[src/rtl/fifo_tx_serializer.sv]
// fifo_tx_serializer: pops bytes from a synchronous FIFO and sends each
// as a UART-style frame (start, data LSB-first, [even parity], stop).
// Optional feature macro: TX_PARITY_EN (adds an even-parity bit).
// Ports:
//   i_clk, i_rst_n      clock, synchronous active-low reset
//   i_tx_en             permit starting a new frame (sampled in IDLE)
//   i_fifo_empty        FIFO has no data
//   o_fifo_rd_en        one-cycle pop request
//   i_fifo_rd_data      FIFO read data, valid the cycle after the pop
//   o_tx_serial         serial line, idle high
//   o_busy              high from FETCH through the last STOP cycle
//   o_frame_done        pulse in the last STOP cycle
module fifo_tx_serializer #(
    parameter int DATA_W       = 8,
    parameter int CLKS_PER_BIT = 4
) (
    input  logic              i_clk,
    input  logic              i_rst_n,
    input  logic              i_tx_en,
    input  logic              i_fifo_empty,
    output logic              o_fifo_rd_en,
    input  logic [DATA_W-1:0] i_fifo_rd_data,
    output logic              o_tx_serial,
    output logic              o_busy,
    output logic              o_frame_done
);

    localparam int DIV_W =
        (CLKS_PER_BIT > 1) ? $clog2(CLKS_PER_BIT) : 1;
    localparam int BIT_W = $clog2(DATA_W + 1);
    localparam logic [DIV_W-1:0] DIV_LAST =
        DIV_W'(CLKS_PER_BIT - 1);
    localparam logic [BIT_W-1:0] BIT_LAST =
        BIT_W'(DATA_W - 1);

`ifdef TX_PARITY_EN
    typedef enum logic [2:0] {
        S_IDLE,
        S_FETCH,
        S_LOAD,
        S_START,
        S_DATA,
        S_PARITY,
        S_STOP
    } state_t;
`else
    typedef enum logic [2:0] {
        S_IDLE,
        S_FETCH,
        S_LOAD,
        S_START,
        S_DATA,
        S_STOP
    } state_t;
`endif

    state_t            r_state;
    logic [DIV_W-1:0]  r_div;
    logic [BIT_W-1:0]  r_bit;
    logic [DATA_W-1:0] r_shift;
    logic              r_tx;
    logic              r_rd_en;
    logic              r_busy;
    logic              r_done;
`ifdef TX_PARITY_EN
    logic              r_par;
`endif

    state_t            w_state_nxt;
    logic [DIV_W-1:0]  w_div_nxt;
    logic [BIT_W-1:0]  w_bit_nxt;
    logic [DATA_W-1:0] w_shift_nxt;
    logic              w_div_end;
    logic              w_tx_nxt;
    logic              w_done_nxt;

    assign w_div_end = (r_div == DIV_LAST);

    always_comb begin
        w_state_nxt = r_state;
        w_div_nxt   = r_div;
        w_bit_nxt   = r_bit;
        w_shift_nxt = r_shift;
        unique case (r_state)
            S_IDLE: begin
                if (i_tx_en && !i_fifo_empty)
                    w_state_nxt = S_FETCH;
            end
            S_FETCH: w_state_nxt = S_LOAD;
            S_LOAD: begin
                w_state_nxt = S_START;
                w_shift_nxt = i_fifo_rd_data;
            end
            S_START: begin
                if (w_div_end)
                    w_state_nxt = S_DATA;
                else
                    w_div_nxt = r_div + 1'b1;
            end
            S_DATA: begin
                if (w_div_end) begin
                    w_div_nxt   = '0;
                    w_shift_nxt = r_shift >> 1;
                    if (r_bit == BIT_LAST) begin
`ifdef TX_PARITY_EN
                        w_state_nxt = S_PARITY;
`else
                        w_state_nxt = S_STOP;
`endif
                    end else begin
                        w_bit_nxt = r_bit + 1'b1;
                    end
                end else begin
                    w_div_nxt = r_div + 1'b1;
                end
            end
`ifdef TX_PARITY_EN
            S_PARITY: begin
                if (w_div_end)
                    w_state_nxt = S_STOP;
                else
                    w_div_nxt = r_div + 1'b1;
            end
`endif
            S_STOP: begin
                if (w_div_end)
                    w_state_nxt = S_IDLE;
                else
                    w_div_nxt = r_div + 1'b1;
            end
            default: w_state_nxt = S_IDLE;
        endcase

        if (w_state_nxt != r_state)
            w_div_nxt = '0;
        if (w_state_nxt != S_DATA)
            w_bit_nxt = '0;
    end

    // Outputs are registered, so they are decoded from the next state.
    always_comb begin
        w_tx_nxt = 1'b1;
        unique case (w_state_nxt)
            S_START: w_tx_nxt = 1'b0;
            S_DATA:  w_tx_nxt = w_shift_nxt[0];
`ifdef TX_PARITY_EN
            S_PARITY: w_tx_nxt = r_par;
`endif
            default: w_tx_nxt = 1'b1;
        endcase
        w_done_nxt = (w_state_nxt == S_STOP) &&
                     (w_div_nxt == DIV_LAST);
    end

    always_ff @(posedge i_clk) begin
        if (!i_rst_n) begin
            r_state <= S_IDLE;
            r_div   <= '0;
            r_bit   <= '0;
            r_shift <= '0;
            r_tx    <= 1'b1;
            r_rd_en <= 1'b0;
            r_busy  <= 1'b0;
            r_done  <= 1'b0;
        end else begin
            r_state <= w_state_nxt;
            r_div   <= w_div_nxt;
            r_bit   <= w_bit_nxt;
            r_shift <= w_shift_nxt;
            r_tx    <= w_tx_nxt;
            r_rd_en <= (w_state_nxt == S_FETCH);
            r_busy  <= (w_state_nxt != S_IDLE);
            r_done  <= w_done_nxt;
        end
    end

`ifdef TX_PARITY_EN
    always_ff @(posedge i_clk) begin
        if (!i_rst_n)
            r_par <= 1'b0;
        else if (r_state == S_LOAD)
            r_par <= ^i_fifo_rd_data;
    end
`endif

    assign o_fifo_rd_en = r_rd_en;
    assign o_tx_serial  = r_tx;
    assign o_busy       = r_busy;
    assign o_frame_done = r_done;

endmodule

[config.mk]
export PLATFORM = sky130hd
export DESIGN_NAME = fifo_tx_serializer
export DESIGN_NICKNAME = d
export VERILOG_FILES = /design/src/rtl/fifo_tx_serializer.sv
export SDC_FILE = /design/constraint.sdc
export NUM_CORES = 1
export LEC_CHECK = 0
export BUFFER_PORTS_ARGS = -buffer_cell sky130_fd_sc_hd__buf_2
export CORE_AREA = 3 3 60 62
export CTS_BUF_LIST = sky130_fd_sc_hd__clkbuf_4 sky130_fd_sc_hd__clkbuf_8
export CTS_CLUSTER_SIZE = 20
export DETAILED_ROUTE_END_ITERATION = 8
export DIE_AREA = 0 0 63 65
export GPL_ROUTABILITY_DRIVEN = 0
export GPL_TIMING_DRIVEN = 0
export PLACE_DENSITY = 0.61
export SYNTH_ARGS = -nofsm -noshare
export SYNTH_HDL_FRONTEND = slang
export SYNTH_SLANG_ARGS = --single-unit
[constraint.sdc]
create_clock -name i_clk -period 3.9 [get_ports i_clk]
set_input_delay 0.39 -clock i_clk [delete_from_list [all_inputs] [get_ports i_clk]]
set_output_delay 0.39 -clock i_clk [all_outputs]
set_load 0.05 [all_outputs]
==> impl_table.tex, run 1 <==
\begin{tabular}{lr}
\hline
Metric & Value \\
\hline
\multicolumn{2}{l}{\textbf{Power}} \\
\quad Total chip power & 0.4101 mW \\
\quad Worst IR drop on VDD & 0.2183 mV \\
\quad Cell area power density & 331.7 nW/um2 \\
\quad Leakage dissipation & 0.5120 nW \\
\multicolumn{2}{l}{\textbf{Min path}} \\
\quad Tightest Hold Check Type & input pin to register \\
\multicolumn{2}{l}{\textbf{Worst setup path}} \\
\quad Worst Path Max Fanout & 10 \\
\quad Combined buffer and inverter count along the critical path & 1 \\
\quad Crit path required time & 4.12 ns \\
\quad Max incr delay on CP & 0.53 ns \\
\quad Cell at the slowest stage of the critical path & sky130\_fd\_sc\_hd\_\_a21oi\_1 \\
\quad Cell breakdown of the critical path & ha\_1 -> buf\_6 -> nand3b\_2 -> a21oi\_1 -> o22ai\_1 -> o32a\_1 \\
\quad Data arrival time of the worst path & 2.16 ns \\
\quad Kind of cell adding the most delay to the critical path & compound AO/OA/AOI/OAI gates \\
\quad Critical path class & register to register \\
\quad Setup crit end kind & register \\
\quad Nature of the critical path startpoint & register \\
\multicolumn{2}{l}{\textbf{Clocking}} \\
\quad TritonCTS clock tree & built \\
\quad Number of buffers created by CTS & 3 \\
\quad \# resized after CTS & 0 \\
\quad Buffers inserted during post-CTS setup optimization & 0 \\
\quad CTS Buffer Depth & 2 \\
\quad Latest clock arrival within the worst-skew pair & 0.32 ns \\
\quad Clock root cell & sky130\_fd\_sc\_hd\_\_clkbuf\_4 \\
\quad Maximum level of the CTS H-tree & 1 \\
\quad Clock-pin transition on the worst setup and hold timing paths & 0.13 ns \\
\quad Count of clock tree sinks & 21 \\
\quad Number of hold buffers added after cts & 0 \\
\multicolumn{2}{l}{\textbf{Floorplanning}} \\
\quad Number of rows created at floorplan & 20 \\
\quad Number of top-level design ports & 16 \\
\quad Chip Width & 63 um \\
\quad Starting density of the core & 35.04\% \\
\quad Total die area & 4095 um2 \\
\quad Area inside the core boundary & 3078 um2 \\
\quad Floorplan die height & 65 um \\
\multicolumn{2}{l}{\textbf{STA}} \\
\quad Total negative slack & 0 ns \\
\quad Worst slew pin tran & 0.5509 ns \\
\quad Final worst path period share & 49.61\% \\
\quad Final count of negative-setup-slack endpoints & 0 \\
\quad Timing-limited maximum frequency & 516.8 MHz \\
\quad Worst slew slack as a fraction of its limit & 63.28\% \\
\quad Final-report max-slew violation count & 0 \\
\quad Setup repair after global routing missed its margin & no \\
\quad Tmin final & 1.935 ns \\
\quad Maximum clock skew at final layout & 0.004247 ns \\
\quad Setup slack of the critical path after layout & 1.965 ns \\
\quad Hold Vio Cnt, Final & 0 \\
\multicolumn{2}{l}{\textbf{Synth}} \\
\quad Yosys warns & 0 \\
\quad Mean post-synth cell area & 8.698 um2 \\
\quad Synthesis-stage register bit count & 21 \\
\quad Sequential fraction of the synthesis area & 38.98\% \\
\quad Number of nets produced by synthesis & 140 \\
\quad Number of instances in the synthesized netlist & 124 \\
\quad Unique cell type count in the Yosys netlist & 40 \\
\quad Post-synthesis instance area & 1079 um2 \\
\multicolumn{2}{l}{\textbf{Global route}} \\
\quad Pin count of the biggest net entering global routing & 13 \\
\quad Wire length of the first global-routing pass & 4077 um \\
\quad Initial antenna violation count & 0 \\
\quad Total grt overflow & 0 \\
\quad Global Route Usage Sum & 12.55\% \\
\quad Number of global-route vias before repair & 925 \\
\multicolumn{2}{l}{\textbf{Place}} \\
\quad Port Buf Inserts & 15 \\
\quad DPL Wire Length & 1778 um \\
\quad Setup slack at placement & 1.980 ns \\
\quad Instance area after placement & 1209 um2 \\
\multicolumn{2}{l}{\textbf{Routing}} \\
\quad Per-cell routed wire length & 13.09 um \\
\quad DRC violation count after routing & 0 \\
\quad Count of TritonRoute iterations in the first routing pass & 4 \\
\quad Detailed-route via count & 965 \\
\quad Number of vias per cell & 5.160 \\
\quad Antenna violation net count after detailed routing & 0 \\
\quad Wirelength, routed & 2448 um \\
\quad First-iteration detailed-routing DRC count & 57 \\
\multicolumn{2}{l}{\textbf{Status}} \\
\quad Run status & completed \\
\multicolumn{2}{l}{\textbf{Flow run}} \\
\quad Total of max-cap violations & 0 \\
\multicolumn{2}{l}{\textbf{Layout}} \\
\quad Number of nets in the layout & 160 \\
\quad Area growth from synthesis to layout & 14.62\% \\
\quad Proportion of layout cells with a drive suffix above 1 & 18.18\% \\
\quad Post-Layout Inst Area & 1236 um2 \\
\quad Utilization of the core after routing & 40.16\% \\
\quad Diode count & 0 \\
\hline
\end{tabular}
[layout make-up]
class | instances | area, um2
buffer | 6 | 33.78
clock buffer | 3 | 22.52
clock inverter | 1 | 5.005
fill | 325 | 1842
inverter | 5 | 18.77
multi-input combinational | 92 | 605.6
sequential | 21 | 420.4
tap | 44 | 55.05
timing repair buffer | 15 | 75.07
[worst min-delay path, stage by stage]
cell	delay, ns
sky130_fd_sc_hd__buf_2	0.10
sky130_fd_sc_hd__nand3b_1	0.07
sky130_fd_sc_hd__a21oi_1	0.06
[cell usage after synthesis]
library cell / number / area [um2]
sky130_fd_sc_hd__dfxtp_1: 21 / 420.4
sky130_fd_sc_hd__a21oi_1: 11 / 55.05
sky130_fd_sc_hd__nand2_1: 8 / 30.03
sky130_fd_sc_hd__nor2_1: 8 / 30.03
sky130_fd_sc_hd__o21ai_0: 7 / 35.03
sky130_fd_sc_hd__o22ai_1: 7 / 43.79
sky130_fd_sc_hd__ha_1: 4 / 50.05
sky130_fd_sc_hd__inv_1: 4 / 15.01
sky130_fd_sc_hd__nand3_1: 4 / 20.02
sky130_fd_sc_hd__nor3_1: 4 / 20.02
sky130_fd_sc_hd__and2_1: 3 / 18.77
sky130_fd_sc_hd__buf_2: 3 / 15.01
sky130_fd_sc_hd__nor2b_1: 3 / 18.77
sky130_fd_sc_hd__xor2_1: 3 / 26.28
sky130_fd_sc_hd__and3b_1: 2 / 17.52
sky130_fd_sc_hd__and4_1: 2 / 17.52
sky130_fd_sc_hd__and4bb_1: 2 / 25.02
sky130_fd_sc_hd__clkbuf_1: 2 / 7.510
sky130_fd_sc_hd__nand2b_1: 2 / 12.51
sky130_fd_sc_hd__nand3b_1: 2 / 15.01
sky130_fd_sc_hd__nand4_1: 2 / 12.51
sky130_fd_sc_hd__nor3b_1: 2 / 15.01
sky130_fd_sc_hd__a21boi_0: 1 / 7.510
sky130_fd_sc_hd__a21o_1: 1 / 7.510
sky130_fd_sc_hd__a21oi_2: 1 / 8.760
sky130_fd_sc_hd__a22oi_1: 1 / 7.510
sky130_fd_sc_hd__a2bb2o_1: 1 / 10.01
sky130_fd_sc_hd__a31oi_1: 1 / 6.260
sky130_fd_sc_hd__a32o_1: 1 / 10.01
sky130_fd_sc_hd__and3_1: 1 / 6.260
sky130_fd_sc_hd__buf_6: 1 / 11.26
sky130_fd_sc_hd__clkinv_1: 1 / 3.750
sky130_fd_sc_hd__nand3b_2: 1 / 11.26
sky130_fd_sc_hd__o2111a_1: 1 / 11.26
sky130_fd_sc_hd__o21a_1: 1 / 7.510
sky130_fd_sc_hd__o21bai_1: 1 / 7.510
sky130_fd_sc_hd__o31a_1: 1 / 8.760
sky130_fd_sc_hd__o32a_1: 1 / 10.01
sky130_fd_sc_hd__or4b_4: 1 / 13.76
sky130_fd_sc_hd__xnor2_1: 1 / 8.760
[through the flow]
step,instances,hold WS (ns)
final,187,0.3377
after global routing,187,0.3422
after CTS,187,0.3357
after detailed placement,183,0.4670
after global placement,183,0.4609
after floorplan,124,0.4463
[power breakdown]
group | internal (mW) | switching [mW] | total [mW]
logic | 0.0250 | 0.0403 | 0.0652
clock network | 0.0384 | 0.0744 | 0.113
registers | 0.226 | 0.00639 | 0.232
[registers in the layout, summed over array words and instances, names as in the netlist]
register,cells
o_fifo_rd_en,1
r_div,2
o_frame_done,1
o_busy,1
o_tx_serial,1
r_state,3
r_shift,8
r_bit,4
[cell families (layout without fill, tap and decap cells)]
group | Yosys count | count (layout) | share of synthesized area, %
AOI/OAI and AO/OA | 37 | 37 | 21.93
xor gates and xnor gates | 4 | 4 | 3.249
adders and majority gates | 4 | 4 | 4.641
buffers and inverters | 11 | 30 | 4.871
DFF | 21 | 21 | 38.98
and+or+nand+nor | 47 | 47 | 26.33
[final timing paths]
path,startpoint,endpoint,slack [ns],cells past startpoint
worst max-delay path,r_div[0],o_tx_serial,1.97,6
worst min register to register,r_bit[1],r_bit[1],0.48,2
worst max register to register,r_div[0],o_tx_serial,1.97,6
worst min-delay path,i_fifo_rd_data[7],r_shift[7],0.34,3
[cell usage in the layout, fill, tap and decap left out, types with 3 or more instances in the layout]
cell                        n
sky130_fd_sc_hd__dfxtp_1   21
sky130_fd_sc_hd__buf_2     18
sky130_fd_sc_hd__a21oi_1   11
sky130_fd_sc_hd__nor2_1     8
sky130_fd_sc_hd__nand2_1    8
sky130_fd_sc_hd__o22ai_1    7
sky130_fd_sc_hd__o21ai_0    7
sky130_fd_sc_hd__inv_1      4
sky130_fd_sc_hd__nor3_1     4
sky130_fd_sc_hd__nand3_1    4
sky130_fd_sc_hd__ha_1       4
sky130_fd_sc_hd__nor2b_1    3
sky130_fd_sc_hd__and2_1     3
sky130_fd_sc_hd__xor2_1     3
sky130_fd_sc_hd__clkbuf_4   3
[layer usage]
metal  wire length (um)  global-route usage [%]
met1               1168                   14.80
met5                  0                       0
met3                104                   3.986
met4                 14                   3.030
met2               1161                   22.00
(Power assumes the default switching activity.)
==> run 2: changes to the inputs <==
--- a/config.mk
+++ b/config.mk
@@ -13,7 +13,7 @@
 export DIE_AREA = 0 0 63 65
 export GPL_ROUTABILITY_DRIVEN = 0
 export GPL_TIMING_DRIVEN = 0
-export PLACE_DENSITY = 0.61
+export PLACE_DENSITY = 0.63
 export SYNTH_ARGS = -nofsm -noshare
 export SYNTH_HDL_FRONTEND = slang
 export SYNTH_SLANG_ARGS = --single-unit
==> constraint.sdc (replaced) <==
create_clock -name i_clk -period 1.6 [get_ports i_clk]
set_input_delay 0.16 -clock i_clk [delete_from_list [all_inputs] [get_ports i_clk]]
set_output_delay 0.16 -clock i_clk [all_outputs]
set_load 0.05 [all_outputs]
==> run 2 against run 1 <==
Clock-buffer cell count did not move. Cell count rose by 4.3%. Routed wire length up 9.9%. Largest power group unchanged. Non-clock buffer count is 8 higher. Maximum frequency is 22% higher. Via count is 6.6% higher. Hold slack worse by 0.23 ns. Clock power rose by 140%. Critical path type unchanged. Clock skew is 0.0015 ns higher. Sequential share of layout area is 3.8 points lower. Global-route usage up 0.59 points.
==> impl_table.tex, run 2 (synthesis results as in run 1) <==
\begin{tabular}{lr}
\hline
Metric & Value \\
\hline
\multicolumn{2}{l}{\textbf{Worst setup path}} \\
\quad Critical path class & register to register \\
\quad Data arrival time of the worst path & 1.84 ns \\
\quad Setup crit end kind & register \\
\quad Nature of the critical path startpoint & register \\
\quad Crit path required time & 1.86 ns \\
\quad Worst Path Max Fanout & 6 \\
\quad Number of cells on the worst reg-to-reg path & 6 \\
\multicolumn{2}{l}{\textbf{Layout}} \\
\quad Commonest non-fill, non-tap cells in the layout & sky130\_fd\_sc\_hd\_\_dfxtp\_1, sky130\_fd\_sc\_hd\_\_buf\_2, sky130\_fd\_sc\_hd\_\_buf\_4 \\
\quad Utilization of the core after routing & 46.06\% \\
\quad Filler Cells Inserted & 302 \\
\quad Flip-flop count of the largest register after layout & 8 \\
\quad Post-Layout Inst Area & 1418 um2 \\
\quad Diode count & 0 \\
\quad Number of nets in the layout & 168 \\
\quad Proportion of layout cells with a drive suffix above 1 & 36.42\% \\
\quad Area growth from synthesis to layout & 31.44\% \\
\quad Registers with the most flip-flops & r\_shift: 8 flops, r\_bit: 4 flops, r\_state: 3 flops \\
\quad Largest register by flop count & r\_shift \\
\quad Commonest non-fill, non-tap cell in the layout & sky130\_fd\_sc\_hd\_\_dfxtp\_1 \\
\multicolumn{2}{l}{\textbf{STA}} \\
\quad Final-report max-slew violation count & 0 \\
\quad Setup repair after global routing missed its margin & yes \\
\quad Maximum clock skew at final layout & 0.005728 ns \\
\quad Total negative slack & 0 ns \\
\quad Final count of negative-setup-slack endpoints & 0 \\
\quad Final worst path period share & 98.83\% \\
\quad Timing-limited maximum frequency & 632.4 MHz \\
\quad Worst slew slack as a fraction of its limit & 73.86\% \\
\quad Setup slack of the critical path after layout & 0.01875 ns \\
\quad Worst slew pin tran & 0.3921 ns \\
\quad Tmin final & 1.581 ns \\
\quad Tightest hold margin & 0.1027 ns \\
\quad Hold Vio Cnt, Final & 0 \\
\multicolumn{2}{l}{\textbf{Clocking}} \\
\quad CTS Buffer Depth & 2 \\
\quad Count of clock tree sinks & 21 \\
\quad Number of buffers created by CTS & 3 \\
\quad Latest clock arrival within the worst-skew pair & 0.31 ns \\
\quad Clock-pin transition on the worst setup and hold timing paths & 0.12 ns \\
\quad Maximum level of the CTS H-tree & 1 \\
\quad Clock root cell & sky130\_fd\_sc\_hd\_\_clkbuf\_4 \\
\quad Number of hold buffers added after cts & 0 \\
\quad TritonCTS clock tree & built \\
\multicolumn{2}{l}{\textbf{Global route}} \\
\quad Wire length of the first global-routing pass & 4243 um \\
\quad Initial antenna violation count & 0 \\
\quad Pin count of the biggest net entering global routing & 13 \\
\quad Total grt overflow & 0 \\
\quad Global Route Usage Sum & 13.14\% \\
\quad Number of global-route vias before repair & 989 \\
\multicolumn{2}{l}{\textbf{Routing}} \\
\quad First-iteration detailed-routing DRC count & 29 \\
\quad DRC violation count after routing & 0 \\
\quad Per-cell routed wire length & 13.80 um \\
\quad Wirelength, routed & 2691 um \\
\quad Number of vias per cell & 5.277 \\
\quad Detailed-route via count & 1029 \\
\quad Count of TritonRoute iterations in the first routing pass & 6 \\
\quad Antenna violation net count after detailed routing & 0 \\
\multicolumn{2}{l}{\textbf{Place}} \\
\quad Setup slack at placement & -0.2467 ns \\
\quad Port Buf Inserts & 15 \\
\quad DPL Wire Length & 1811 um \\
\quad Instance area after placement & 1220 um2 \\
\multicolumn{2}{l}{\textbf{Min path}} \\
\quad Tightest Hold Check Type & input pin to register \\
\quad WHS Path Cells & 3 \\
\multicolumn{2}{l}{\textbf{Floorplanning}} \\
\quad Number of rows created at floorplan & 20 \\
\quad Chip Width & 63 um \\
\quad Area inside the core boundary & 3078 um2 \\
\quad Floorplan die height & 65 um \\
\quad Number of top-level design ports & 16 \\
\quad Starting density of the core & 35.04\% \\
\quad Total die area & 4095 um2 \\
\multicolumn{2}{l}{\textbf{Power}} \\
\quad Leakage dissipation & 0.6034 nW \\
\quad Worst IR drop on VDD & 0.4572 mV \\
\quad Cell area power density & 719.8 nW/um2 \\
\multicolumn{2}{l}{\textbf{Status}} \\
\quad Run status & completed \\
\multicolumn{2}{l}{\textbf{Flow run}} \\
\quad Total of max-cap violations & 0 \\
\hline
\end{tabular}
==> run 2: per-stage QoR <==
stage / power, mW / std cells
6_report: 1.020 / 195
4_1_cts: 1.013 / 190
5_1_grt: 1.077 / 195
3_5_place_dp: 0.7396 / 183
3_3_place_gp: 0.7329 / 183
2_1_floorplan: 0.6924 / 124
==> run 2: worst paths after layout <==
check / startpoint / endpoint / slack, ns
setup / recovery: r_div[0] / r_bit[1] / 0.02
hold / removal: i_fifo_rd_data[7] / r_shift[7] / 0.10
setup reg to reg: r_div[0] / r_bit[1] / 0.02
hold reg to reg: r_shift[7] / r_shift[7] / 0.49
==> run 2: timing repair <==
action / 4_1_cts / 5_1_grt
gates cloned: 0 / 0
buffers inserted: 5 / 5
endpoints found under the setup margin: 16 / 9
resized for setup: 8 / 22
pin swaps: 4 / 9
==> run 2: final cells by class <==
type	count	area, um2	share of cell area [%]
multi-input cells	92	704.4	49.69
flip-flops and latches	21	427.9	30.19
repair buffers	25	153.9	10.86
well taps	44	55.05	3.883
plain buffers	4	30.03	2.118
clock buffers	3	22.52	1.589
inverters	5	18.77	1.324
clock inverters	1	5.005	0.3530
==> run 2: power by group <==
group	switching, mW	leakage (nW)	internal [mW]
registers	0.0190	0.173	0.550
logic	0.109	0.412	0.0748
clock network	0.174	0.0177	0.0936
total	0.302	0.603	0.719
==> run 2: layer usage <==
metal / part of all wire, % / wire length, um / track usage [%]
met5: 0 / 0 / 0
met4: 1.7 / 46 / 4.408
met3: 4.2 / 113 / 4.506
met2: 52 / 1401 / 24.24
met1: 42 / 1129 / 13.86
==> run 2: worst max-delay path, cell delays in order (launching register included) <==
cell	delay, ns
sky130_fd_sc_hd__dfxtp_2	0.36
sky130_fd_sc_hd__ha_4	0.18
sky130_fd_sc_hd__and4bb_2	0.24
sky130_fd_sc_hd__a22oi_2	0.21
sky130_fd_sc_hd__nand4_1	0.22
sky130_fd_sc_hd__buf_4	0.23
sky130_fd_sc_hd__a21oi_2	0.09
==> run 3: changes to the inputs <==
--- a/config.mk
+++ b/config.mk
@@ -6,11 +6,11 @@
 export NUM_CORES = 1
 export LEC_CHECK = 0
 export BUFFER_PORTS_ARGS = -buffer_cell sky130_fd_sc_hd__buf_2
-export CORE_AREA = 3 3 60 62
+export CORE_AREA = 3 3 50 74
 export CTS_BUF_LIST = sky130_fd_sc_hd__clkbuf_4 sky130_fd_sc_hd__clkbuf_8
 export CTS_CLUSTER_SIZE = 20
 export DETAILED_ROUTE_END_ITERATION = 8
-export DIE_AREA = 0 0 63 65
+export DIE_AREA = 0 0 53 77
 export GPL_ROUTABILITY_DRIVEN = 0
 export GPL_TIMING_DRIVEN = 0
 export PLACE_DENSITY = 0.63
==> run 3 against run 2 <==
The run now ends with setup timing left. Sequential share of layout area increased by 1.2 points. Routed wire length increased by 0.97%. Register-to-register slack got worse by 0.06 ns. Flip-flop and latch count unchanged. Final area decreased by 3.5%. Critical path depth unchanged. Via count increased by 1.5%. Setup slack got worse by 0.056 ns. Combinational power decreased by 4%. Non-clock buffer count decreased by 2. Clock power increased by 31%. Clock skew increased by 0.0021 ns.
==> impl_table.tex, run 3 (synthesis results as in run 1) <==
\begin{tabular}{lr}
\hline
Metric & Value \\
\hline
\multicolumn{2}{l}{\textbf{Power}} \\
\quad Leakage dissipation & 0.5862 nW \\
\quad Worst IR drop on VDD & 0.3503 mV \\
\quad Total chip power & 1.096 mW \\
\quad Cell area power density & 801.5 nW/um2 \\
\multicolumn{2}{l}{\textbf{Floorplanning}} \\
\quad Chip Width & 53 um \\
\quad Area inside the core boundary & 3159 um2 \\
\quad Total die area & 4081 um2 \\
\quad Floorplan die height & 77 um \\
\quad Starting density of the core & 34.14\% \\
\quad Number of rows created at floorplan & 25 \\
\quad Number of top-level design ports & 16 \\
\multicolumn{2}{l}{\textbf{Layout}} \\
\quad Post-route insts no fill & 189 \\
\quad Filler Cells Inserted & 313 \\
\quad Area growth from synthesis to layout & 26.80\% \\
\quad Area used by sequential logic in the layout & 429.2 um2 \\
\quad Flip-flop count of the largest register after layout & 8 \\
\quad Footprint of the multi-input gates & 656.9 um2 \\
\quad Number of nets in the layout & 166 \\
\quad Registers with the most flip-flops & r\_shift: 8 flops, r\_bit: 4 flops, r\_state: 3 flops \\
\quad Commonest non-fill, non-tap cells in the layout & sky130\_fd\_sc\_hd\_\_buf\_2, sky130\_fd\_sc\_hd\_\_dfxtp\_1, sky130\_fd\_sc\_hd\_\_a21oi\_1 \\
\quad Largest register by flop count & r\_shift \\
\quad Proportion of layout cells with a drive suffix above 1 & 31.54\% \\
\quad Post-Layout Inst Area & 1368 um2 \\
\quad Diode count & 0 \\
\multicolumn{2}{l}{\textbf{Clocking}} \\
\quad Latest clock arrival within the worst-skew pair & 0.26 ns \\
\quad CTS Buffer Depth & 2 \\
\quad Clock-pin transition on the worst setup and hold timing paths & 0.08 ns \\
\quad Number of buffers created by CTS & 3 \\
\quad Maximum level of the CTS H-tree & 1 \\
\quad Clock root cell & sky130\_fd\_sc\_hd\_\_clkbuf\_8 \\
\quad TritonCTS clock tree & built \\
\quad Count of clock tree sinks & 21 \\
\multicolumn{2}{l}{\textbf{Routing}} \\
\quad Per-cell routed wire length & 14.38 um \\
\quad Met1 wire length & 1007 um \\
\quad Antenna violation net count after detailed routing & 0 \\
\quad Highest routed layer & met4 \\
\quad Detailed-route via count & 1044 \\
\quad First-iteration detailed-routing DRC count & 43 \\
\quad Count of TritonRoute iterations in the first routing pass & 4 \\
\quad Wirelength, routed & 2717 um \\
\quad Number of vias per cell & 5.524 \\
\quad Routed wl met2 & 1555 um \\
\quad DRC violation count after routing & 0 \\
\quad Total length of routed met3 wires & 79 um \\
\multicolumn{2}{l}{\textbf{STA}} \\
\quad Total negative slack & -0.04678 ns \\
\quad Worst slew pin tran & 0.3778 ns \\
\quad Timing-limited maximum frequency & 610.7 MHz \\
\quad Worst slew slack as a fraction of its limit & 74.81\% \\
\quad Final worst path period share & 102.3\% \\
\quad Tmin final & 1.637 ns \\
\quad Maximum clock skew at final layout & 0.007839 ns \\
\quad Final-report max-slew violation count & 0 \\
\quad Setup repair after global routing missed its margin & yes \\
\quad Final count of negative-setup-slack endpoints & 2 \\
\quad Hold Vio Cnt, Final & 0 \\
\quad Setup slack of the critical path after layout & -0.03750 ns \\
\multicolumn{2}{l}{\textbf{Worst setup path}} \\
\quad Setup crit end kind & register \\
\quad Crit path required time & 1.75 ns \\
\quad Reg2Reg Capture Point & o\_tx\_serial \\
\quad Worst Path Max Fanout & 6 \\
\quad Internal reg-to-reg setup slack & -0.04 ns \\
\quad Data arrival time of the worst path & 1.79 ns \\
\quad FF-to-FF Start & r\_div[1] \\
\quad Nature of the critical path startpoint & register \\
\quad Number of cells on the worst reg-to-reg path & 6 \\
\quad Critical path class & register to register \\
\multicolumn{2}{l}{\textbf{Place}} \\
\quad Setup slack at placement & -0.2370 ns \\
\quad Placed Instances & 179 \\
\quad DPL Wire Length & 1914 um \\
\quad Port Buf Inserts & 15 \\
\quad Instance area after placement & 1215 um2 \\
\multicolumn{2}{l}{\textbf{Global route}} \\
\quad Global Route Usage Sum & 14.99\% \\
\quad Initial antenna violation count & 0 \\
\quad Total grt overflow & 0 \\
\quad Number of global-route vias before repair & 999 \\
\quad Wire length of the first global-routing pass & 4657 um \\
\quad Pin count of the biggest net entering global routing & 13 \\
\multicolumn{2}{l}{\textbf{Min path}} \\
\quad WHS Path Cells & 3 \\
\quad Hold wc startpoint & i\_fifo\_rd\_data[7] \\
\quad Hold EP & r\_shift[7] \\
\quad Tightest Hold Check Type & input pin to register \\
\multicolumn{2}{l}{\textbf{Flow run}} \\
\quad Total of max-cap violations & 0 \\
\multicolumn{2}{l}{\textbf{Status}} \\
\quad Run status & finished, violations left \\
\quad Violated checks & setup timing \\
\hline
\end{tabular}
run 3: cell types whose count changed in the layout (fill, tap and decap cells not counted), moves of 2 or more:
cell and delta:
sky130_fd_sc_hd__buf_4 -2, sky130_fd_sc_hd__clkbuf_4 -4, sky130_fd_sc_hd__clkbuf_8 +3, sky130_fd_sc_hd__nor3_1 +2, sky130_fd_sc_hd__nor3_2 -2
run 3: stage by stage:
stage	utilization [%]	hold WS, ns
6_report	43.29	0.1773
5_1_grt	43.29	0.1711
4_1_cts	42.30	0.1755
3_5_place_dp	38.46	0.4519
3_3_place_gp	38.46	0.4413
2_1_floorplan	-	0.3272
run 3: area by class of cell:
class,instances,share of cell area [%]
Inverter,5,1.372
Clock inverter,1,0.3660
Timing Repair Buffer,23,10.16
Multi-Input combinational cell,92,48.03
Sequential cell,21,31.38
Buffer,4,2.013
Clock buffer,3,3.019
Tap cell,40,3.660
run 3: report_power, final:
group | internal, mW | switching [mW] | total, mW
sequential | 0.550 | 0.0180 | 0.568
clock | 0.174 | 0.178 | 0.352
combinational | 0.0708 | 0.105 | 0.176
run 3: what timing repair did:
item,4_1_cts,5_1_grt
buffers inserted,6,2
hold buffers,0,0
gates resized for setup,12,7
pin swaps,9,2
setup endpoints to repair,16,8
run 3: routing by layer:
| metal | track usage, % | vias up |
|---|---|---|
| met3 | 2.136 | 6 |
| li1 | - | 501 |
| met5 | 0 | - |
| met2 | 26.37 | 25 |
| met1 | 16.35 | 512 |
| met4 | 8.184 | 0 |
run 3: worst max-delay path, cell delays in order, from the launching register on:
cell and delay [ns]:
sky130_fd_sc_hd__dfxtp_4 0.37, sky130_fd_sc_hd__ha_4 0.18, sky130_fd_sc_hd__a21boi_0 0.20, sky130_fd_sc_hd__o21bai_1 0.14, sky130_fd_sc_hd__buf_4 0.17, sky130_fd_sc_hd__and2_4 0.14
sky130_fd_sc_hd__o32a_1 0.32
run 3: worst max-delay path by stage:
stage / cells after the start / slack [ns] / end / startpoint
after floorplan: 6 / -0.01 / o_frame_done / r_div[0]
after global placement: 6 / -0.20 / o_tx_serial / r_div[1]
after detailed placement: 6 / -0.24 / o_tx_serial / r_div[1]
after CTS: 5 / -0.04 / o_tx_serial / r_div[1]
after global routing: 5 / -0.06 / o_frame_done / r_state[1]
final: 6 / -0.04 / o_tx_serial / r_div[1]
